===== config.mk =====
export PLATFORM = sky130hd
export DESIGN_NAME = approx_mac_pe_flat
export DESIGN_NICKNAME = d
export VERILOG_FILES = /design/src/rtl/approx_mac_pe_if.sv /design/src/rtl/approx_mac_pe.sv /design/src/flat_wrapper.sv
export SDC_FILE = /design/constraint.sdc
export NUM_CORES = 1
export LEC_CHECK = 0
export BUFFER_PORTS_ARGS = -buffer_cell sky130_fd_sc_hd__buf_2
export CAP_MARGIN = 20
export CORE_AREA = 2 2 70 88
export CTS_CLUSTER_DIAMETER = 100
export DETAILED_ROUTE_END_ITERATION = 6
export DIE_AREA = 0 0 72 90
export PLACE_DENSITY = 0.67
export REMOVE_ABC_BUFFERS = 1
export SETUP_SLACK_MARGIN = 0.4
export SLEW_MARGIN = 20
export SYNTH_ARGS = -nofsm -noshare
export SYNTH_HDL_FRONTEND = slang
export SYNTH_SLANG_ARGS = --single-unit

===== constraint.sdc =====
create_clock -name clk -period 4.3 [get_ports clk]
set_input_delay 0.86 -clock clk [delete_from_list [all_inputs] [get_ports clk]]
set_output_delay 0.86 -clock clk [all_outputs]
set_load 0.01 [all_outputs]

===== src/rtl/approx_mac_pe_if.sv =====
// Operand, multiplier and result signals of one systolic MAC processing element.
// The master drives operands, the multiplier product and res_ready; the PE is the slave.
interface approx_mac_pe_if #(
    parameter int ACC_W = 16
);
    logic             start;
    logic [3:0]       a_in;
    logic             a_valid_in;
    logic [3:0]       b_in;
    logic             b_valid_in;
    logic [3:0]       a_out;
    logic             a_valid_out;
    logic [3:0]       b_out;
    logic             b_valid_out;
    logic [3:0]       mult_x;
    logic [3:0]       mult_y;
    logic [7:0]       mult_p;
    logic [ACC_W-1:0] res_out;
    logic             res_valid;
    logic             res_ready;
    logic             busy;
    logic             ovf;
    logic             err;

    modport master (
        output start, a_in, a_valid_in, b_in, b_valid_in, mult_p, res_ready,
        input  a_out, a_valid_out, b_out, b_valid_out, mult_x, mult_y,
               res_out, res_valid, busy, ovf, err
    );

    modport slave (
        input  start, a_in, a_valid_in, b_in, b_valid_in, mult_p, res_ready,
        output a_out, a_valid_out, b_out, b_valid_out, mult_x, mult_y,
               res_out, res_valid, busy, ovf, err
    );
endinterface


===== src/rtl/approx_mac_pe.sv =====
// Output-stationary systolic PE: accumulates K_LEN products from an external
// approximate multiplier into a saturating dot product and forwards operands east/south.
module approx_mac_pe #(
    parameter int K_LEN = 8,
    parameter int ACC_W = 16
) (
    input logic            clk,
    input logic            rst,
    approx_mac_pe_if.slave pe
);
    localparam int CNT_W = $clog2(K_LEN);
    localparam logic [1:0] S_IDLE = 2'd0;
    localparam logic [1:0] S_ACC  = 2'd1;
    localparam logic [1:0] S_DONE = 2'd2;
    localparam logic [CNT_W-1:0] LAST = CNT_W'(K_LEN - 1);

    logic [1:0]       state;
    logic [ACC_W-1:0] acc;
    logic [CNT_W-1:0] cnt;
    logic [ACC_W-1:0] res_r;
    logic             res_valid_r, ovf_r, err_r;
    logic [3:0]       a_fwd, b_fwd;
    logic             av_fwd, bv_fwd;
    logic             fire, clr;
    logic [ACC_W:0]   sum;
    logic [ACC_W-1:0] sat;

    assign fire = (state == S_ACC) && pe.a_valid_in && pe.b_valid_in;
    // start wins over fire; in DONE it only counts once the result is taken
    assign clr  = pe.start && ((state == S_IDLE) || (state == S_ACC) ||
                               ((state == S_DONE) && pe.res_ready));
    assign sum  = {1'b0, acc} + (ACC_W + 1)'(pe.mult_p);
    assign sat  = sum[ACC_W] ? {ACC_W{1'b1}} : sum[ACC_W-1:0];

    always_ff @(posedge clk) begin
        if (rst) begin
            state       <= S_IDLE;
            acc         <= '0;
            cnt         <= '0;
            res_r       <= '0;
            res_valid_r <= 1'b0;
            ovf_r       <= 1'b0;
            err_r       <= 1'b0;
            a_fwd       <= '0;
            b_fwd       <= '0;
            av_fwd      <= 1'b0;
            bv_fwd      <= 1'b0;
        end else begin
            a_fwd  <= pe.a_in;
            b_fwd  <= pe.b_in;
            av_fwd <= pe.a_valid_in;
            bv_fwd <= pe.b_valid_in;
            if (clr) begin
                state       <= S_ACC;
                acc         <= '0;
                cnt         <= '0;
                ovf_r       <= 1'b0;
                err_r       <= 1'b0;
                res_valid_r <= 1'b0;
            end else begin
                case (state)
                    S_ACC: begin
                        if (fire) begin
                            acc <= sat;
                            cnt <= cnt + 1'b1;
                            if (sum[ACC_W]) ovf_r <= 1'b1;
                            if (cnt == LAST) begin
                                state       <= S_DONE;
                                res_r       <= sat;
                                res_valid_r <= 1'b1;
                            end
                        end else if (pe.a_valid_in ^ pe.b_valid_in) begin
                            err_r <= 1'b1;
                        end
                    end
                    S_DONE: begin
                        if (pe.res_ready) begin
                            state       <= S_IDLE;
                            res_valid_r <= 1'b0;
                        end
                    end
                    S_IDLE: ;
                    default: state <= S_IDLE;
                endcase
            end
        end
    end

    assign pe.mult_x      = fire ? pe.a_in : 4'd0;
    assign pe.mult_y      = fire ? pe.b_in : 4'd0;
    assign pe.a_out       = a_fwd;
    assign pe.a_valid_out = av_fwd;
    assign pe.b_out       = b_fwd;
    assign pe.b_valid_out = bv_fwd;
    assign pe.res_out     = res_r;
    assign pe.res_valid   = res_valid_r;
    assign pe.busy        = (state != S_IDLE);
    assign pe.ovf         = ovf_r;
    assign pe.err         = err_r;
endmodule


===== src/flat_wrapper.sv =====
// flat-port wrapper written by rule: the top's interface ports become plain ports
module approx_mac_pe_flat 
#(
    parameter int K_LEN = 8,
    parameter int ACC_W = 16
)
  (clk, rst, pe_start, pe_a_in, pe_a_valid_in, pe_b_in, pe_b_valid_in, pe_mult_p, pe_res_ready, pe_a_out, pe_a_valid_out, pe_b_out, pe_b_valid_out, pe_mult_x, pe_mult_y, pe_res_out, pe_res_valid, pe_busy, pe_ovf, pe_err);
  approx_mac_pe_if #(.ACC_W(ACC_W)) pe_i ();
  input logic clk;
  input logic rst;
  input wire logic [$bits(pe_i.start)-1:0] pe_start;
  input wire logic [$bits(pe_i.a_in)-1:0] pe_a_in;
  input wire logic [$bits(pe_i.a_valid_in)-1:0] pe_a_valid_in;
  input wire logic [$bits(pe_i.b_in)-1:0] pe_b_in;
  input wire logic [$bits(pe_i.b_valid_in)-1:0] pe_b_valid_in;
  input wire logic [$bits(pe_i.mult_p)-1:0] pe_mult_p;
  input wire logic [$bits(pe_i.res_ready)-1:0] pe_res_ready;
  output wire logic [$bits(pe_i.a_out)-1:0] pe_a_out;
  output wire logic [$bits(pe_i.a_valid_out)-1:0] pe_a_valid_out;
  output wire logic [$bits(pe_i.b_out)-1:0] pe_b_out;
  output wire logic [$bits(pe_i.b_valid_out)-1:0] pe_b_valid_out;
  output wire logic [$bits(pe_i.mult_x)-1:0] pe_mult_x;
  output wire logic [$bits(pe_i.mult_y)-1:0] pe_mult_y;
  output wire logic [$bits(pe_i.res_out)-1:0] pe_res_out;
  output wire logic [$bits(pe_i.res_valid)-1:0] pe_res_valid;
  output wire logic [$bits(pe_i.busy)-1:0] pe_busy;
  output wire logic [$bits(pe_i.ovf)-1:0] pe_ovf;
  output wire logic [$bits(pe_i.err)-1:0] pe_err;
  assign pe_i.start = pe_start;
  assign pe_i.a_in = pe_a_in;
  assign pe_i.a_valid_in = pe_a_valid_in;
  assign pe_i.b_in = pe_b_in;
  assign pe_i.b_valid_in = pe_b_valid_in;
  assign pe_i.mult_p = pe_mult_p;
  assign pe_i.res_ready = pe_res_ready;
  assign pe_a_out = pe_i.a_out;
  assign pe_a_valid_out = pe_i.a_valid_out;
  assign pe_b_out = pe_i.b_out;
  assign pe_b_valid_out = pe_i.b_valid_out;
  assign pe_mult_x = pe_i.mult_x;
  assign pe_mult_y = pe_i.mult_y;
  assign pe_res_out = pe_i.res_out;
  assign pe_res_valid = pe_i.res_valid;
  assign pe_busy = pe_i.busy;
  assign pe_ovf = pe_i.ovf;
  assign pe_err = pe_i.err;
  approx_mac_pe #(.K_LEN(K_LEN), .ACC_W(ACC_W)) u_core (.clk(clk), .rst(rst), .pe(pe_i));
endmodule

== Yosys cells after proc, flatten, opt, wreduce, memory -nomap -nowiden ==
Cells that the tools add are included.
Cells by class
  add/sub/neg operators: 2
  equal/unequal tests: 10
  mux-type cells: 12
  bitwise operators: 4
  reductions and logical operators: 17
Operators with widths (count)
  adder 16 x 8 -> 17 bit: 1
  two-way mux 16 bit: 1
  AND reduction 4 bit: 4
  two-way mux 4 bit: 2
  two-way mux 2 bit: 3
  != test 3 x 2 -> 1 bit (second input constant): 2
  one-hot mux 2 bit (3 select lines): 1
  AND reduction 3 bit: 2
  logical AND 1 bit: 4
  two-way mux 1 bit: 4
  != test 2 x 1 -> 1 bit (second input constant): 2
  != test 2 bit (second input constant): 2
  nonzero test 2 bit: 2
  adder 3 x 1 -> 3 bit (second input constant): 1
  == test 3 bit (second input constant): 1
  != test 3 x 1 -> 1 bit (second input constant): 1
  NOT 1 bit: 3
  == test 2 x 1 -> 1 bit (second input constant): 1
  == test 2 bit (second input constant): 1
  logical NOT 2 bit: 1
  logical OR 1 bit: 2
  one-hot mux 1 bit (2 select lines): 1
  AND reduction 2 bit: 1
  OR reduction 2 bit: 1
  bitwise XOR 1 bit: 1
Storage, ports and cells
  register bits after elaboration: 50
  input port bits: 22
  output and inout port bits: 38
  word-level logic and storage cells: 57

== Longest topological paths before layout ==
Gate-level depths: netlist (run 1).
  depth in word-level cells: 6
  gate-level depth with buffers: 9
  depth with buffers taken out: 8

== Worst setup path after synthesis (run 1) ==
No wires, ideal clock.
  kind: input port to flip-flop
  start point: in pe_mult_p[0]
  end point: reg u_core.res_r[12], in the netlist u_core.pe.res_out[12]
  setup time: 122 ps
  arrival: 2637 ps
  data required time: 4178 ps
  slack: 1541 ps
  stages: 8
  path buffers: 1
  cell sequence: ha_1 fa_1 a21oi_1 nand4b_4 a21boi_2 or2_2 buf_2 a311o_1
Between the ends
  cells in the longest elaborated chain, start to end: 2
RTL lines
  start, declared: line flat_wrapper.sv:16  | input wire logic [$bits(pe_i.mult_p)-1:0] pe_mult_p;
  adder 16 x 8 -> 17 bit: line approx_mac_pe.sv:32  | assign sum = {1'b0, acc} + (ACC_W + 1)'(pe.mult_p);
  two-way mux 16 bit: line approx_mac_pe.sv:33  | assign sat = sum[ACC_W] ? {ACC_W{1'b1}} : sum[ACC_W-1:0];
  end signal, assigned: line approx_mac_pe.sv:69  | res_r <= sat;
  end, declared: line approx_mac_pe.sv:20  | logic [ACC_W-1:0] res_r;
Every way passes these cells.
A chain may end at the register's enable or synchronous reset.

== Worst setup path after layout (run 1) ==
  start point: in pe_mult_p[0]
  end point: reg u_core.acc[9]
Between the ends
  cells in the longest elaborated chain, start to end: 2
RTL lines
  adder 16 x 8 -> 17 bit: line approx_mac_pe.sv:32
  two-way mux 16 bit: line approx_mac_pe.sv:33
  end signal, assigned: line approx_mac_pe.sv:64  | acc <= sat;
  end, declared: line approx_mac_pe.sv:18  | logic [ACC_W-1:0] acc;
Every way passes these cells.

==> results of run 1 <==
registers in the layout, indices dropped and copies added, names as in the netlist, 2 cells and up:
| signal | cells |
|---|---|
| u_core.pe.res_out | 16 |
| u_core.state | 2 |
| u_core.pe.a_out | 4 |
| u_core.pe.b_out | 4 |
| u_core.acc | 16 |
| u_core.cnt | 3 |
worst max-delay path: stages:
cell and delay [ns]:
buf_2 0.11, ha_1 0.24, fa_1 0.41, a21oi_1 0.20
nand4b_4 0.17, a21boi_2 0.08, o21ai_2 0.53, nand3_1 0.16
o221a_2 0.29
power by group:
part	switching, mW	total (mW)	internal, mW	leakage (nW)
registers	0.00288	0.473	0.470	0.406
logic	0.0473	0.0806	0.0332	0.776
clock network	0.160	0.334	0.174	0.0514
total	0.210	0.888	0.677	1.23
cells in the final DEF, fill, tap and decap left out, types with 3 or more instances in the layout:
| cell type | n |
|---|---|
| xnor2_1 | 5 |
| a211oi_1 | 13 |
| and3_1 | 5 |
| clkbuf_8 | 5 |
| a21oi_1 | 19 |
| nor2b_1 | 13 |
| buf_2 | 59 |
| nor2_1 | 34 |
| nor4_1 | 5 |
| and2_1 | 11 |
| inv_1 | 3 |
| dfxtp_1 | 50 |
| nand2_1 | 10 |
| o21ai_1 | 3 |
| a311oi_1 | 12 |
| a21o_1 | 6 |
| nor3_1 | 5 |
| xor2_1 | 5 |
| nand3_1 | 5 |
| ha_1 | 10 |
| a31oi_1 | 5 |
cells by family (layout without fill, tap and decap cells):
group | count (synthesis) | in the layout | synth area share (%)
simple gates | 107 | 107 | 23.9
fa+ha+maj | 11 | 11 | 5.89
compound gates | 75 | 75 | 22.1
flops | 50 | 50 | 40.7
buf+inv | 21 | 72 | 3.96
xor+xnor | 10 | 10 | 3.56
stage by stage:
stage          setup WS, ns  total power [mW]
5_1_grt                1.38             0.921
2_1_floorplan          1.51             0.532
4_1_cts                1.50             0.897
3_3_place_gp           1.23             0.564
3_5_place_dp           1.14             0.565
6_report               1.47             0.888
how the worst max path moves through the flow:
stage                 start       endpoint  slack [ns]  depth (start not counted)
6_report       pe_mult_p[0]  u_core.acc[9]        1.47                          9
5_1_grt        pe_mult_p[0]  u_core.acc[9]        1.38                          9
4_1_cts        pe_mult_p[0]  u_core.acc[9]        1.50                          9
3_5_place_dp   pe_mult_p[0]  u_core.acc[9]        1.14                          9
3_3_place_gp   pe_mult_p[0]  u_core.acc[9]        1.23                          9
2_1_floorplan  pe_mult_p[0]  u_core.acc[9]        1.51                          8
layout make-up:
class,count,area (sq um)
repair buffers,61,310
well taps,66,82.6
clock inverters,2,37.5
fillers,575,2820
inverters,3,11.3
clock buffers,6,72.6
multi-input cells,203,1360
flip-flops and latches,50,1000
layer usage:
| layer | GRT usage [%] | vias to the layer above | routed length [microns] |
|---|---|---|---|
| met5 | 0 | - | 0 |
| met4 | 6.13 | 0 | 85 |
| met3 | 3.25 | 8 | 276 |
| met2 | 29.6 | 62 | 2660 |
| met1 | 20.7 | 1001 | 2480 |
| li1 | - | 1104 | - |
==> impl_results.md, run 1 <==
* Placed Cells at ~380
* Resized Gates After CTS at 0
* Cells after Synth at about 270
* Worst-Margin Slew at approximately 0.84 ns
* PwrDens at 308 nW/um^2
* Routability Congestion at roughly 0.81
* Clock network latency to the later pin of the worst-skew pair at just over 0.3 ns
* Area of placed instances at approximately 2800 sq um
* CTS tree: done
* Worst vdd ir at 0.000127 V
* Avg Cell Area, Syn at between 8 and 9 sq um
* Status: finished clean
* Die width at 72 microns
* Hold-fix buffers, CTS at 0
* Ys Warns at 0
* Detailed placer's ending HPWL at 3800 microns
* Htree depth at 2
* Layout cell share with drive strength beyond 1 at 25.5%
* First-pass GRT wire length at 9000 microns
* Starting density of the core at 43.2%
* EDFF count, synth at 0
* Final setup viols at 0
* Most used DFF post-synth: dfxtp_1
* Drt pass-1 iters at 4
* Fmax at 353 MHz
* Synthesized flop and latch total at 50
* Via count of the first global-routing pass at approximately 2,000
* Final ANT Viol Nets at 0
* Total of max-cap violations at 0
* Row count at 31
* Routed vias/inst at ~5.6
* Worst Setup Start Kind: input port
* Final period util at between 60% and 70%
* WL/cell at 14.1 microns
* Synth top area cells: dfxtp_1 41%, nor2_1 5.2%, ha_1 5.1%, a311oi_1 4.3%, a211oi_1 4.0%
* Final core utilization at 50.5%
* Register clock-pin slew on the reported worst setup and hold paths at 0.09 ns
* Nets at about 360
* Slew HR at 44.0%
* Fin area at around 2900 sq um
* Area Growth Syn to Fin at 16.9%
* Worst r2r path cells at 8
* Die H at 90 microns
* Area of the die at about 6500 sq um
* Worst R2R End: u_core.acc[9]
* Top-count cell post-synth: dfxtp_1
* Cell variety after synth at 55
* Drc violations at 0
* Non-Filler Instances at 391
* Top cell type's share of synthesized area at 40.7%
* Post-synthesis async set-or-reset flop share at 0%
* Clk buf depth at 2
* Postcts setup bufs at 0
* Vias at 2,175
* Final TNS setup at 0 ns
* Final slew viol count at 0
* Largest net degree at the start of global routing at 37
* Clk sinks at 50
* Worst Skew at about 0.0067 ns
* Hold_sp: u_core.cnt[2]
* Hold Path Depth at 2
* Final hold violations at 0
* Total Wirelength at between 5000 and 6000 microns
* GRT Total Usage at 17.1%
* Hold Crit Endpoint: u_core.cnt[2]
* Tmin final at 2.83 ns
* Critical Path RT at 4.51 ns
* Largest area contributor in the netlist: dfxtp_1
* Worst R2R Setup Slack at 1.81 ns
* Crit. End Element: register
* Iteration-0 DRC count of the detailed router at 80
* Num ports at 60
* Register area share after synthesis at 40.7%
* Worst-path fanout max at 15
* CTS buffer count at 5
* Root Driver: clkbuf_8
* P_leak at between 1 and 1.5 nW
* CP arrival at between 3 and 4 ns
* Synth cell count leaders: 50 x dfxtp_1, 34 x nor2_1, 19 x a21oi_1
* Antenna diodes at 0
* Synthesized cell area at about 2500 sq um
* Worst Setup Path Type: input port to register
* RSZ-0062 raised after global routing: false
* Initial antenna violation count at 0
* R2R Path Start: u_core.acc[0]
* HP Class: register to register
* Fin Hold WS at 0.465 ns
* Global route overflow at 0
* Std-Cell Core Area at around 5700 sq um
* I/O Buffers at between 50 and 60
Note: power is estimated with default switching activity, not from simulation.
==> run 2, diff against run 1 <==
--- a/config.mk
+++ b/config.mk
@@ -11,7 +11,7 @@
 export CTS_CLUSTER_DIAMETER = 100
 export DETAILED_ROUTE_END_ITERATION = 6
 export DIE_AREA = 0 0 72 90
-export PLACE_DENSITY = 0.67
+export PLACE_DENSITY = 0.7
 export REMOVE_ABC_BUFFERS = 1
 export SETUP_SLACK_MARGIN = 0.4
 export SLEW_MARGIN = 20
==> constraint.sdc (replaced) <==
create_clock -name clk -period 2.55 [get_ports clk]
set_input_delay 0.51 -clock clk [delete_from_list [all_inputs] [get_ports clk]]
set_output_delay 0.51 -clock clk [all_outputs]
set_load 0.01 [all_outputs]
==> run 2 against run 1 <==
Effect of this change:
- non-clock buffer count grew 20
- sequential power up 69%
- critical path depth up 1
- clock power up 32%
- utilization increased by 4.2 points
- register-to-register slack got worse by 1.4 ns
- final cell count increased by 4.9%
- via count up 5.2%
==> impl_results.md, run 2 (same netlist as run 1, synthesis figures left out) <==
* Clock network latency to the later pin of the worst-skew pair at 0.31 ns (about the same)
* Drc violations at 0 (unchanged)
* I/O Buffers at 59 (unchanged)
* Commonest non-fill, non-tap cell in the layout: buf_2
* Most used cell, CP: buf_6
* Final TNS setup at 0 ns (unchanged)
* Num ports at 60 (unchanged)
* Worst Setup Start Kind: register
* Reg area at 1000 sq um (+0.12%)
* CP cell instances: ha_4, fa_2, a21oi_2, nand4b_4, a21boi_4, buf_6, o21ai_4, buf_6, nand3_2, o221a_2
* Final period util at 83.5%
* Die H at 90 microns (unchanged)
* CP max-delay cell: fa_2
* Iteration-0 DRC count of the detailed router at 155 (+94%)
* Routability Congestion at 0.831 (+2.1%)
* Area of the die at 6480 sq um (unchanged)
* Worst Setup Path Type: register to register
* Die width at 72 microns (unchanged)
* Root Driver: clkbuf_8
* Tmin final at approximately 2.1 ns
* Drt pass-1 iters at 5 (+1)
* Largest net degree at the start of global routing at 27 (-27%)
* Std-Cell Core Area at 5700 sq um (unchanged)
* CP peak stage delay at 0.35 ns (-0.18 ns)
* Global route overflow at 0 (unchanged)
* Starting density of the core at 43.2% (unchanged)
* Met2 GRT Util at 32.5% (+2.9 points)
* Worst-path fanout max at 3 (-12)
* Htree depth at 2 (unchanged)
* Critical Path RT at 2.75 ns (-1.76 ns)
* Worst-Margin Slew at 0.438 ns (-0.402 ns)
* CTS tree: done
* Most crowded layer after global routing: met2
* Initial antenna violation count at 0 (unchanged)
* WL/cell at 14.6 microns (+4.0%)
* Filler Cells Inserted at 542 (-5.7%)
* Combinational share of power at 10.9% (+1.8 points)
* GRT met1 Usage at 23.5% (+2.8 points)
* First-pass GRT wire length at 10,100 microns (+12%)
* P_leak at 1.33 nW (+7.8%)
* Layout cell share with drive strength beyond 1 at 33.7% (+8.2 points)
* Area Growth Syn to Fin at 26.7%
* Hold-fix buffers, CTS at 0 (unchanged)
* CP arrival at 2.33 ns (-0.71 ns)
* Detailed placer's ending HPWL at 4260 microns (+12%)
* Clk sinks at 50 (unchanged)
* Register clock-pin slew on the reported worst setup and hold paths at 0.08 ns (about the same)
* Routed vias/inst at 5.58 (+0.32%)
* Final core utilization at 54.7% (+4.2 points)
* Total Wirelength at 6000 microns (+9.1%)
* Routing usage on met3 at 3.03% (-0.22 points)
* GRT Total Usage at 19.1% (+2.0 points)
* Sw Ratio at 24.6% (+0.92 points)
* Final ANT Viol Nets at 0 (unchanged)
* Via count of the first global-routing pass at 2,254 (+14%)
* P_int at 1.05 mW (+55%)
* Clk buf depth at 2 (unchanged)
* Worst Skew at 0.00475 ns (-0.00191 ns)
* Final hold violations at 0 (unchanged)
* Row count at 31 (unchanged)
* RSZ-0062 raised after global routing: true
* CTS buffer count at 5 (unchanged)
* Non-Filler Instances at 410 (+4.9%)
* Sw Pwr at 0.342 mW (+63%)
* Fmax at ~470 MHz
* Clock Power Share at 31.7% (-5.9 points)
* Total of max-cap violations at 0 (unchanged)
* Worst vdd ir at 0.000193 V (+52%)
* Nets at 377 (+5.6%)
* Share of power burned in registers at 57.4% (+4.1 points)
* Status: finished clean
* Antenna diodes at 0 (unchanged)
* Placed Cells at 395 (+3.1%)
* Crit. End Element: register
* Final setup viols at 0 (unchanged)
* Area of the multi-input gates at 1470 sq um (+7.9%)
* Vias at 2,288 (+5.2%)
* Commonest non-fill, non-tap cells in the layout: 60 x buf_2, 49 x dfxtp_1, 33 x nor2_1
* PwrDens at 446 nW/um^2 (+44%)
* PnR Total Power at 1.39 mW (+57%)
* Slew HR at 70.7% (+27 points)
* HP Class: input port to register
* Final slew viol count at 0 (unchanged)
[run 2: stage by stage]
stage / hold slack, ns / setup WS, ns / instance area [sq um]
final: 0.424 / 0.420 / 3120
after global routing: 0.455 / 0.305 / 3120
after CTS: 0.424 / 0.404 / 3010
after detailed placement: 0.456 / -0.0831 / 2860
after global placement: 0.443 / -0.0380 / 2860
after floorplan: 0.440 / 0.0927 / 2380
[run 2: final cells by class]
cell class | count | area share, %
multi-input cells | 203 | 47.2
flip-flops and latches | 50 | 32.1
repair buffers | 81 | 15.3
well taps | 66 | 2.65
clock buffers | 7 | 2.45
inverters | 3 | 0.361
[run 2: worst paths after layout]
kind	cells after the start	endpoint	slack (ns)	start
hold / removal	2	u_core.pe.a_out[2]	0.42	pe_a_in[2]
setup reg to reg	10	u_core.acc[9]	0.42	u_core.acc[0]
hold reg to reg	1	u_core.pe.ovf	0.47	u_core.pe.ovf
setup / recovery	10	u_core.acc[9]	0.42	u_core.acc[0]
[run 2: power groups by stage]
stage	logic [mW]	clock network (mW)	registers, mW
3_5_place_dp	0.143	0	0.817
3_3_place_gp	0.140	0	0.816
2_1_floorplan	0.0753	0	0.821
4_1_cts	0.148	0.445	0.799
6_report	0.151	0.441	0.799
5_1_grt	0.168	0.478	0.801
[run 2: worst max-delay path, delay by kind of cell, from the launching register on]
kind / cells / cell delay [ns]
AO/OA/AOI/OAI: 4 / 0.68
AND/OR/NAND/NOR: 2 / 0.24
adder cells (fa/ha/maj): 2 / 0.51
flip-flops: 1 / 0.34
buffers and inverters: 2 / 0.25
[run 2: repair_timing]
item                       4_1_cts  5_1_grt
setup endpoints to repair       19       31
pin swaps                        4       11
gates cloned                     0        1
buffers inserted                 2        5
resized for setup               12       16
[run 2: routing by layer]
| layer | vias up | wire length [microns] |
|---|---|---|
| met5 | - | 0 |
| met4 | 0 | 110 |
| met3 | 11 | 310 |
| met2 | 79 | 3060 |
| met1 | 1055 | 2520 |
| li1 | 1143 | - |
==> run 3, diff against run 2 <==
--- a/config.mk
+++ b/config.mk
@@ -11,7 +11,7 @@
 export CTS_CLUSTER_DIAMETER = 100
 export DETAILED_ROUTE_END_ITERATION = 6
 export DIE_AREA = 0 0 72 90
-export PLACE_DENSITY = 0.7
+export PLACE_DENSITY = 0.67
 export REMOVE_ABC_BUFFERS = 1
 export SETUP_SLACK_MARGIN = 0.4
 export SLEW_MARGIN = 20
==> constraint.sdc (replaced) <==
create_clock -name clk -period 2.2 [get_ports clk]
set_input_delay 0.44 -clock clk [delete_from_list [all_inputs] [get_ports clk]]
set_output_delay 0.44 -clock clk [all_outputs]
set_load 0.01 [all_outputs]
==> run 3 against run 2 <==
Effect of this change:
- utilization increased by 7.0 points
- sequential cell count unchanged
- clock power grew 26%
- count of clock-buffer cells in the layout did not move
- sequential power grew 16%
- clock skew up 0.0020 ns
- critical path depth unchanged
- combinational power is 46% higher
- die area is the same
- design area rose by 13%
==> impl_results.md, run 3 (same netlist as run 1, synthesis figures left out) <==
* Status: finished clean
* Clock Power Share at 32.7% (+1.0 points)
* Via count of the first global-routing pass at 2,168 (-3.8%)
* Clock network latency to the later pin of the worst-skew pair at 0.31 ns (about the same)
* Commonest non-fill, non-tap cell in the layout: buf_2
* Tmin final at 2.16 ns (+0.0262 ns)
* Routed vias/inst at 5.54 (-0.79%)
* Sw Ratio at 24.7% (+0.079 points)
* Drc violations at 0 (unchanged)
* CP cell instances: ha_4, fa_2, a21oi_2, nand4b_4, a21boi_4, buf_6, nor2_4, buf_6, or4_4, a31oi_1
* Most used cell, CP: buf_6
* Iteration-0 DRC count of the detailed router at 149 (-3.9%)
* Area of the die at 6480 sq um (unchanged)
* Final setup viols at 0 (unchanged)
* P_leak at 1.50 nW (+13%)
* Clk sinks at 50 (unchanged)
* Row count at 31 (unchanged)
* Die width at 72 microns (unchanged)
* Nets at 395 (+4.8%)
* Combinational share of power at 13.0% (+2.1 points)
* Std-Cell Core Area at 5700 sq um (unchanged)
* Root Driver: clkbuf_8
* WL/cell at 15.1 microns (+3.0%)
* P_int at 1.28 mW (+22%)
* Hold-fix buffers, CTS at 0 (unchanged)
* Worst-Margin Slew at 0.532 ns (+0.0940 ns)
* Total Wirelength at 6470 microns (+7.8%)
* Num ports at 60 (unchanged)
* Final period util at 98.0% (+14 points)
* Final ANT Viol Nets at 0 (unchanged)
* I/O Buffers at 59 (unchanged)
* HP Class: input port to register
* Worst Skew at 0.00676 ns (+0.00201 ns)
* Register clock-pin slew on the reported worst setup and hold paths at 0.09 ns (about the same)
* Vias at 2,375 (+3.8%)
* Worst Setup Path Type: register to register
* GRT Total Usage at 19.3% (+0.20 points)
* Fin area at 3520 sq um (+13%)
* Crit. End Element: register
* Total of max-cap violations at 0 (unchanged)
* Clk buf depth at 2 (unchanged)
* Final slew viol count at 0 (unchanged)
* Starting density of the core at 43.2% (unchanged)
* First-pass GRT wire length at 10,100 microns (+0.48%)
* Worst Setup Start Kind: register
* Initial antenna violation count at 0 (unchanged)
* Sw Pwr at 0.421 mW (+23%)
* Worst vdd ir at 0.000235 V (+22%)
* RSZ-0062 raised after global routing: true
* Final hold violations at 0 (unchanged)
* Routability Congestion at 0.856 (+3.1%)
* Slew HR at 64.4% (-6.3 points)
* Share of power burned in registers at 54.4% (-3.0 points)
* Antenna diodes at 0 (unchanged)
* CP top delay family: simple AND/OR/NAND/NOR gates
* PnR Total Power at 1.70 mW (+22%)
* Area Growth Syn to Fin at 43.0%
* Global route overflow at 0 (unchanged)
* Layout cell share with drive strength beyond 1 at 45.2% (+11 points)
* Fmax at 464 MHz (-1.2%)
* Critical Path RT at 2.44 ns (-0.31 ns)
* Commonest non-fill, non-tap cells in the layout: 51 x buf_2, 46 x dfxtp_1, 31 x nor2_1
* CTS buffer count at 5 (unchanged)
* Worst-path fanout max at 5 (+2)
* Buffers & Inverters on Critical Path at 2 (unchanged)
* Detailed placer's ending HPWL at 4230 microns (-0.77%)
* PwrDens at 483 nW/um^2 (+8.5%)
* Area of placed instances at 2960 sq um (+3.6%)
* Largest net degree at the start of global routing at 20 (-26%)
* Drt pass-1 iters at 5 (unchanged)
* CTS tree: done
* Htree depth at 2 (unchanged)
* CP arrival at 2.39 ns (+0.06 ns)
* Die H at 90 microns (unchanged)
* CP peak stage delay at 0.46 ns (+0.11 ns)
* CP max-delay cell: or4_4
run 3: cell count changes in the layout (fill, tap and decap cells not counted), moves of 4 or more:
| cell | previous run | this run |
|---|---|---|
| buf_6 | 5 | 17 |
| buf_4 | 16 | 26 |
| and2_1 | 11 | 2 |
| and2_4 | 0 | 9 |
| buf_2 | 60 | 51 |
| a211oi_2 | 0 | 5 |
| a21oi_1 | 18 | 13 |
| a21oi_2 | 2 | 7 |
| a311oi_1 | 11 | 6 |
| a311oi_2 | 1 | 6 |
| a211oi_1 | 13 | 9 |
run 3: per-layer routing:
metal | track usage [%] | up-vias | part of all wire (%)
met2 | 32.9 | 79 | 53
met1 | 23.8 | 1108 | 40
li1 | - | 1173 | -
met5 | 0 | - | 0
met3 | 4.04 | 15 | 5.2
met4 | 6.60 | 0 | 1.5
run 3: through the flow:
stage / hold WS [ns] / setup TNS, ns / cells / utilization [%] / setup WS (ns)
floorplan: 0.440 / -2.73 / 256 / - / -0.257
global placement: 0.446 / -8.42 / 407 / 51.9 / -0.349
detailed placement: 0.455 / -9.44 / 407 / 51.9 / -0.387
CTS: 0.355 / 0 / 423 / 57.5 / 0.0590
global route: 0.368 / -0.125 / 429 / 61.8 / -0.0580
finish: 0.361 / 0 / 429 / 61.8 / 0.0434
run 3: path summary, 6_finish.rpt:
path / startpoint / to / slack (ns) / depth (start not counted)
setup / recovery: u_core.acc[0] / u_core.pe.res_out[14] / 0.04 / 10
setup reg to reg: u_core.acc[0] / u_core.pe.res_out[14] / 0.04 / 10
hold / removal: pe_a_in[1] / u_core.pe.a_out[1] / 0.36 / 2
hold reg to reg: u_core.pe.err / u_core.pe.err / 0.47 / 2
run 3: power groups by stage:
stage	clock (mW)	combinational, mW	sequential [mW]
after floorplan	0	0.0873	0.952
after global placement	0	0.171	0.946
after detailed placement	0	0.174	0.946
after CTS	0.554	0.198	0.925
after global routing	0.598	0.242	0.927
final	0.556	0.221	0.925
run 3: layout make-up:
type,count,area [sq um]
flip-flops and latches,50,1010
fillers,501,2180
inverters,3,11.3
repair buffers,99,754
clock buffers,7,86.3
well taps,66,82.6
clock inverters,1,5.00
multi-input cells,203,1580
run 3: worst register-to-register path, delay by kind of cell (launching register included):
family / cells / cell delay, ns
DFF: 1 / 0.36
buffers and inverters: 2 / 0.26
and+or+nand+nor: 3 / 0.68
adders and majority gates: 2 / 0.37
AOI/OAI and AO/OA: 3 / 0.41
run 3: timing repair:
| action | 4_1_cts | 5_1_grt |
|---|---|---|
| pin swaps | 17 | 15 |
| setup endpoints to repair | 41 | 41 |
| cloned | 1 | 1 |
| resized for setup | 35 | 40 |
| buffers inserted | 7 | 5 |
